**config.mk**
```make
export PLATFORM = sky130hd
export DESIGN_NAME = pipe_ctrl
export DESIGN_NICKNAME = d
export VERILOG_FILES = /design/src/rtl/pipe_ctrl.sv
export SDC_FILE = /design/constraint.sdc
export NUM_CORES = 1
export LEC_CHECK = 0
export BUFFER_PORTS_ARGS = -buffer_cell sky130_fd_sc_hd__buf_2
export CELL_PAD_IN_SITES_DETAIL_PLACEMENT = 0
export CELL_PAD_IN_SITES_GLOBAL_PLACEMENT = 1
export CORE_UTILIZATION = 32
export CTS_BUF_LIST = sky130_fd_sc_hd__clkbuf_2
export CTS_CLUSTER_DIAMETER = 60
export DETAILED_ROUTE_END_ITERATION = 10
export GPL_ROUTABILITY_DRIVEN = 0
export PLACE_DENSITY_LB_ADDON = 0.1
export SLEW_MARGIN = 20
export SYNTH_ARGS = -nofsm -noshare
export SYNTH_HDL_FRONTEND = slang
export SYNTH_SLANG_ARGS = --single-unit
export TNS_END_PERCENT = 30
```
**constraint.sdc**
```tcl
create_clock -name clk -period 2.2 [get_ports clk]
set_input_delay 0.44 -clock clk [delete_from_list [all_inputs] [get_ports clk]]
set_output_delay 0.44 -clock clk [all_outputs]
set_load 0.01 [all_outputs]
```
**src/rtl/pipe_ctrl.sv**
```systemverilog
// Central pipeline controller: merges stage stall requests, turns EX branches into
// flush + PC redirect, and defers the redirect past an outstanding instruction fetch.
module pipe_ctrl #(
  parameter int ADDR_W = 64,
  parameter int CNT_W  = 32
) (
  input  logic              clk,
  input  logic              rst,
  input  logic              stallreq_if_i,
  input  logic              stallreq_id_i,
  input  logic              stallreq_ex_i,
  input  logic              stallreq_mem_i,
  input  logic              branch_taken_i,
  input  logic [ADDR_W-1:0] branch_target_i,
  output logic [5:0]        stall_o,
  output logic              flush_o,
  output logic              redirect_valid_o,
  output logic [ADDR_W-1:0] redirect_pc_o,
  output logic              fetch_kill_o,
  output logic [CNT_W-1:0]  stall_cnt_o
);

  typedef enum logic {RUN, WAIT_FETCH} state_t;

  state_t            state_q, state_d;
  logic [ADDR_W-1:0] tgt_q;
  logic [CNT_W-1:0]  cnt_q;
  logic [5:0]        stall_vec;
  logic              tgt_ld;

  // Each requester freezes its own stage and everything upstream of it.
  always_comb begin
    stall_vec = '0;
    if (stallreq_mem_i) stall_vec = stall_vec | 6'b011111;
    if (stallreq_ex_i)  stall_vec = stall_vec | 6'b001111;
    if (stallreq_id_i)  stall_vec = stall_vec | 6'b000111;
    if (stallreq_if_i || state_q == WAIT_FETCH) stall_vec = stall_vec | 6'b000011;
    if (rst) stall_vec = '0;
  end

  always_comb begin
    state_d          = state_q;
    flush_o          = 1'b0;
    redirect_valid_o = 1'b0;
    redirect_pc_o    = tgt_q;
    fetch_kill_o     = 1'b0;
    tgt_ld           = 1'b0;
    unique case (state_q)
      RUN: begin
        // A stalled EX/MEM boundary means EX will re-present the branch later.
        if (branch_taken_i && !stall_vec[3]) begin
          flush_o = 1'b1;
          if (stallreq_if_i) begin
            tgt_ld  = 1'b1;
            state_d = WAIT_FETCH;
          end else begin
            redirect_valid_o = 1'b1;
            redirect_pc_o    = branch_target_i;
          end
        end
      end
      WAIT_FETCH: begin
        fetch_kill_o = 1'b1;
        if (!stallreq_if_i) begin
          redirect_valid_o = 1'b1;
          state_d          = RUN;
        end
      end
      default: state_d = RUN;
    endcase
    if (rst) begin
      state_d          = RUN;
      flush_o          = 1'b0;
      redirect_valid_o = 1'b0;
      redirect_pc_o    = '0;
      fetch_kill_o     = 1'b0;
      tgt_ld           = 1'b0;
    end
  end

  always_ff @(posedge clk) begin
    if (rst) begin
      state_q <= RUN;
      tgt_q   <= '0;
      cnt_q   <= '0;
    end else begin
      state_q <= state_d;
      if (tgt_ld) tgt_q <= branch_target_i;
      if (stall_vec[0] && cnt_q != {CNT_W{1'b1}}) cnt_q <= cnt_q + 1'b1;
    end
  end

  assign stall_o     = stall_vec;
  assign stall_cnt_o = cnt_q;

endmodule

```
======== Word-level counts from Yosys, hierarchy flattened ========
Index checks and enable logic that the tools add are counted.
operators by class
  add/subtract/negate cells ............... 1
  multiply operators ...................... 0
  div/mod/pow operators ................... 0
  order comparisons ....................... 0
  eq/ne operators ......................... 1
  shifts and indexed selects .............. 0
  multiplexer cells ....................... 23
  bitwise operators ....................... 1
  reduce and logical (&&, ||, !) cells .... 4
operators by type and width
  kind                                                             count
  64-bit two-way mux                                               4
  32-bit by 1-bit adder with 32-bit output, second input constant  1
  32-bit != test, second input constant                            1
  1-bit two-way mux                                                12
  5-bit two-way mux                                                2
  4-bit two-way mux                                                1
  1-bit case mux with 2 select lines                               2
  3-bit two-way mux                                                1
  1-bit logical AND                                                2
  2-bit two-way mux                                                1
  1-bit logical NOT                                                1
  1-bit logical OR                                                 1
  1-bit NOT                                                        1
word-level totals
  bits in registers ....................... 97
  bits in latches ......................... 0
  bits in writable memories ............... 0
  memory bits (read-only) ................. 0
  input port bits ......................... 71
  word-level logic and storage cells ...... 33
  memories kept ........................... 0

======== Longest topological paths before layout ========
  depth in word-level cells ............... 10
  depth in mapped cells ................... 9

======== Least setup slack after synthesis ========
No wires, ideal clock.
  path type ............................... input port to output port
  from .................................... in rst
  to ...................................... out redirect_pc_o[10]
  arrival ................................. 1884 ps
  required time ........................... 1760 ps
  path slack .............................. -124 ps
  stages .................................. 6
  path through ............................ buf_2 o21ai_1 nor3_1 clkbuf_1 nand2_1 a21oi_1
between the ends
  word-level cells in the longest chain between the ends .. 6
ends and longest elaborated chain
  element               line  RTL
  start: declaration    8     input logic rst,
  5-bit two-way mux     38    if (rst) stall_vec = '0;
  1-bit logical NOT     51    if (branch_taken_i && !stall_vec[3]) begin
  1-bit logical AND     51
  64-bit two-way mux    51
  64-bit two-way mux    48    unique case (state_q)
  64-bit two-way mux *  71    if (rst) begin
  end: declaration      18    output logic [ADDR_W-1:0] redirect_pc_o,
Every way passes the cells marked *; elsewhere a longest branch is shown, timed or not.

======== Worst setup path after layout ========
  from .................................... reg state_q
  to ...................................... out redirect_pc_o[23]
between the ends
  word-level cells in the longest chain between the ends .. 2
ends and longest elaborated chain
  element                   line  RTL
  start: declaration        25    state_t state_q, state_d;
  start signal: assignment  87    state_q <= state_d;
  64-bit two-way mux        48
  64-bit two-way mux        71
Every way passes these cells.

==> reports/qor.yml <==
status:
  status: "finished with violations"
  violations: "negative setup slack"
grt:
  grt_pass1_wl_um: 25900
  antenna_found_initial: 0
  grtUsageTotal: 0.202
  grt_max_degree: 61
  gr-total-overflow: 0
  grt_pass1_vias: 5205
critical_path:
  critical_path.top_delay_family: "buffers and inverters"
  worstPathCellList: "buf_6 -> nor3_4 -> buf_6 -> buf_12 -> clkbuf_16 -> nand2_1 -> a21oi_1 -> buf_2"
  critPathSlowestCell: "dfxtp_2"
  startpoint_type: "flip-flop"
  cpMostUsedCell: "buf_6"
  crit_fanout: 7
  cp.arrival_ps: 2020
  path_class: "flip-flop to output pin"
  critPathCaptureType: "output pin"
  crit_required_ps: 1760
  critical_path_buf_inv_count: 5
  critPathMaxStageDelay_ps: 380
final_layout:
  drive_gt1_frac: 0.314
  antenna-diode-count: 0
  design_area_um2: 7100
  final_util: 0.481
  nNetsFinal: 1005
  fillCellCount: 1522
  syn_to_final_growth_pct: 44.2
pwr:
  p_per_area_nw_per_um2: 469
  clkPwrFrac: 0.260
  vdd_drop_max_v: 0.000265
  leakage_nw: 2.88
  combPwrFrac: 0.186
  p_int_mw: 2.36
  p_sw_mw: 0.973
  p_seq_frac: 0.554
  p_sw_frac: 0.292
sta:
  setup_ws_ps: -256
  skew_ps: 38.5
  relSlewSlack: 0.618
  post-route-period-util: 1.12
  hold_ws_ps: 67.3
  finalHoldViolCount: 0
  fmax_mhz: 407
  tns_ps: -12790
  min_period_ps: 2460
  maxSlewViolCount: 0
  rsz0062_at_grt: "true"
  worstMarginPinSlew_ps: 572
  setup_viol: 64
clock_network:
  clock_latency_ps: 590
  ctsHtreeMaxLevel: 3
  cts_buffers: 9
  root_buffer: "clkbuf_2"
  cts_buffer_depth: 2
  cts_sinks: 97
  cts_tree: "yes"
  cts.clk_slew.worst_paths_ps: 240
drt:
  drt_iter0_drc: 368
  met2_length_um: 7570
  met3WireLength_um: 908
  vias: 5738
  m1WireLength_um: 7510
  remaining_drc_errors: 0
  drt-total-wl_um: 16200
  avgRoutedWirePerCell_um: 14.5
  top_layer_used: "met4"
  antenna_left: 0
  vias_per_cell: 5.11
  drt-pass1-iter-count: 5
synth:
  yosysTopAreaCellShare: 0.395
  synthArstFlopShare: 0
  yosysWarnings: 0
  syn_nets: 793
  avgSynthCellArea_um2: 6.83
  synth_area_um2: 4920
  synth_top_cell_by_area: "dfxtp_1"
  synth.area.top_cells: "dfxtp_1 39%, nand2_1 21%, a21oi_1 8.7%, o21ai_0 6.5%, clkbuf_1 3.5%"
  ys_ff_latch: 97
  synth-edff-count: 0
  seq_area_frac_synth: 0.395
  synth_ff_type: "dfxtp_1"
  synth.distinct_cells: 49
  syn_inst: 721
floorplan:
  ios: 176
  start_util: 0.334
  fp.dieH_um: 126
  core-area_um2: 14800
  rows: 44
  die_x_um: 126
  dieArea_um2: 15900
placement:
  placed_area_um2: 6180
  port_buffers: 174
  place_hpwl_um: 10600
  pre_cts_slack_ps: -82.9
run:
  cap_violations: 0
hold_path:
  worstHoldPathType: "input port to flip-flop"
worst min-delay path, delay by kind of cell:
kind            cells  cell delay (ps)
compound gates      1               50
buf+inv             1               90
simple gates        1               40
per-stage QoR:
| stage | std cells | power (mW) |
|---|---|---|
| CTS | 1116 | 3.34 |
| finish | 1122 | 3.33 |
| global placement | 1061 | 2.35 |
| global route | 1122 | 3.53 |
| floorplan | 721 | 2.12 |
| detailed placement | 1061 | 2.36 |
worst paths after layout:
| kind | from | end | cells after the start | slack, ps |
|---|---|---|---|---|
| min reg2reg | tgt_q[31] | tgt_q[31] | 2 | 480 |
| max | state_q | redirect_pc_o[23] | 8 | -260 |
| min | branch_target_i[47] | tgt_q[47] | 3 | 70 |
| max reg2reg | stall_cnt_o[0] | stall_cnt_o[28] | 7 | 50 |
sequential cells by signal, summed over array words and instances (netlist names):
name / flops
state_q: 1
stall_cnt_o: 32
tgt_q: 64
cell usage in the layout (no fill, tap or decap), types with 3 or more instances in the layout:
cell type	instances
dfxtp_1	96
or4_1	18
dlygate4sd3_1	33
and3_1	4
nand2_1	260
nor3_1	5
buf_4	34
nor2b_1	3
o21ai_0	64
buf_2	171
a21oi_1	57
o21ai_1	5
buf_12	9
inv_1	3
buf_6	5
nand2_4	9
clkbuf_16	3
buf_16	3
o31ai_1	17
o41ai_1	3
nor4_1	4
nand4_1	14
nand2_2	3
nor2_1	14
or3_1	3
nand3_1	15
clkbuf_2	10
a21oi_2	27
final cells by class:
cell class	instances	area (µm²)	area share
clock inverters	6	58.8	0.00828
flip-flops and latches	97	1940	0.274
clock buffers	10	50.0	0.00705
repair buffers	259	1870	0.263
inverters	5	20.0	0.00282
multi-input cells	561	2930	0.413
well taps	184	230	0.0324
logic make-up (layout without fill, tap and decap cells):
| family | count (synthesis) | count (layout) | share of synthesized area |
|---|---|---|---|
| xor+xnor | 1 | 1 | 0.00178 |
| fa+ha+maj | 1 | 1 | 0.00254 |
| other cells | 1 | 1 | 0.000762 |
| flops | 97 | 97 | 0.395 |
| buf+inv | 63 | 280 | 0.0559 |
| mux | 3 | 3 | 0.00635 |
| compound gates | 185 | 185 | 0.205 |
| simple gates | 370 | 370 | 0.333 |
layer usage:
| layer | vias up | GRT usage |
|---|---|---|
| li1 | 2890 | - |
| met1 | 2637 | 0.274 |
| met2 | 197 | 0.322 |
| met3 | 14 | 0.0442 |
| met4 | 0 | 0.0553 |
| met5 | - | 0 |
power by group through the flow:
stage / clock network [mW] / logic [mW] / registers [mW]
floorplan: 0 / 0.242 / 1.87
global placement: 0 / 0.474 / 1.88
detailed placement: 0 / 0.477 / 1.88
CTS: 0.910 / 0.581 / 1.85
global route: 0.989 / 0.680 / 1.86
finish: 0.867 / 0.618 / 1.85
Yosys cell counts (3+ instances only):
cell and n:
a21oi_1 86, and3_1 4, buf_2 4, buf_4 5, clkbuf_1 46, dfxtp_1 97, inv_1 3, nand2_1 272
nand3_1 15, nand4_1 14, nor2_1 14, nor2b_1 3, nor3_1 6, nor4_1 4, o21ai_0 64, o21ai_1 5
o31ai_1 17, o41ai_1 3, or3_1 3, or4_1 18
timing repair:
action	in CTS	in global routing
buffers inserted	3	2
resized for setup	36	27
gates cloned	4	3
pin swaps	10	9
setup endpoints to repair	66	79
endpoints found under the hold margin	32	1
hold buffers	32	1
No activity file was read; power rests on OpenSTA's default activity.
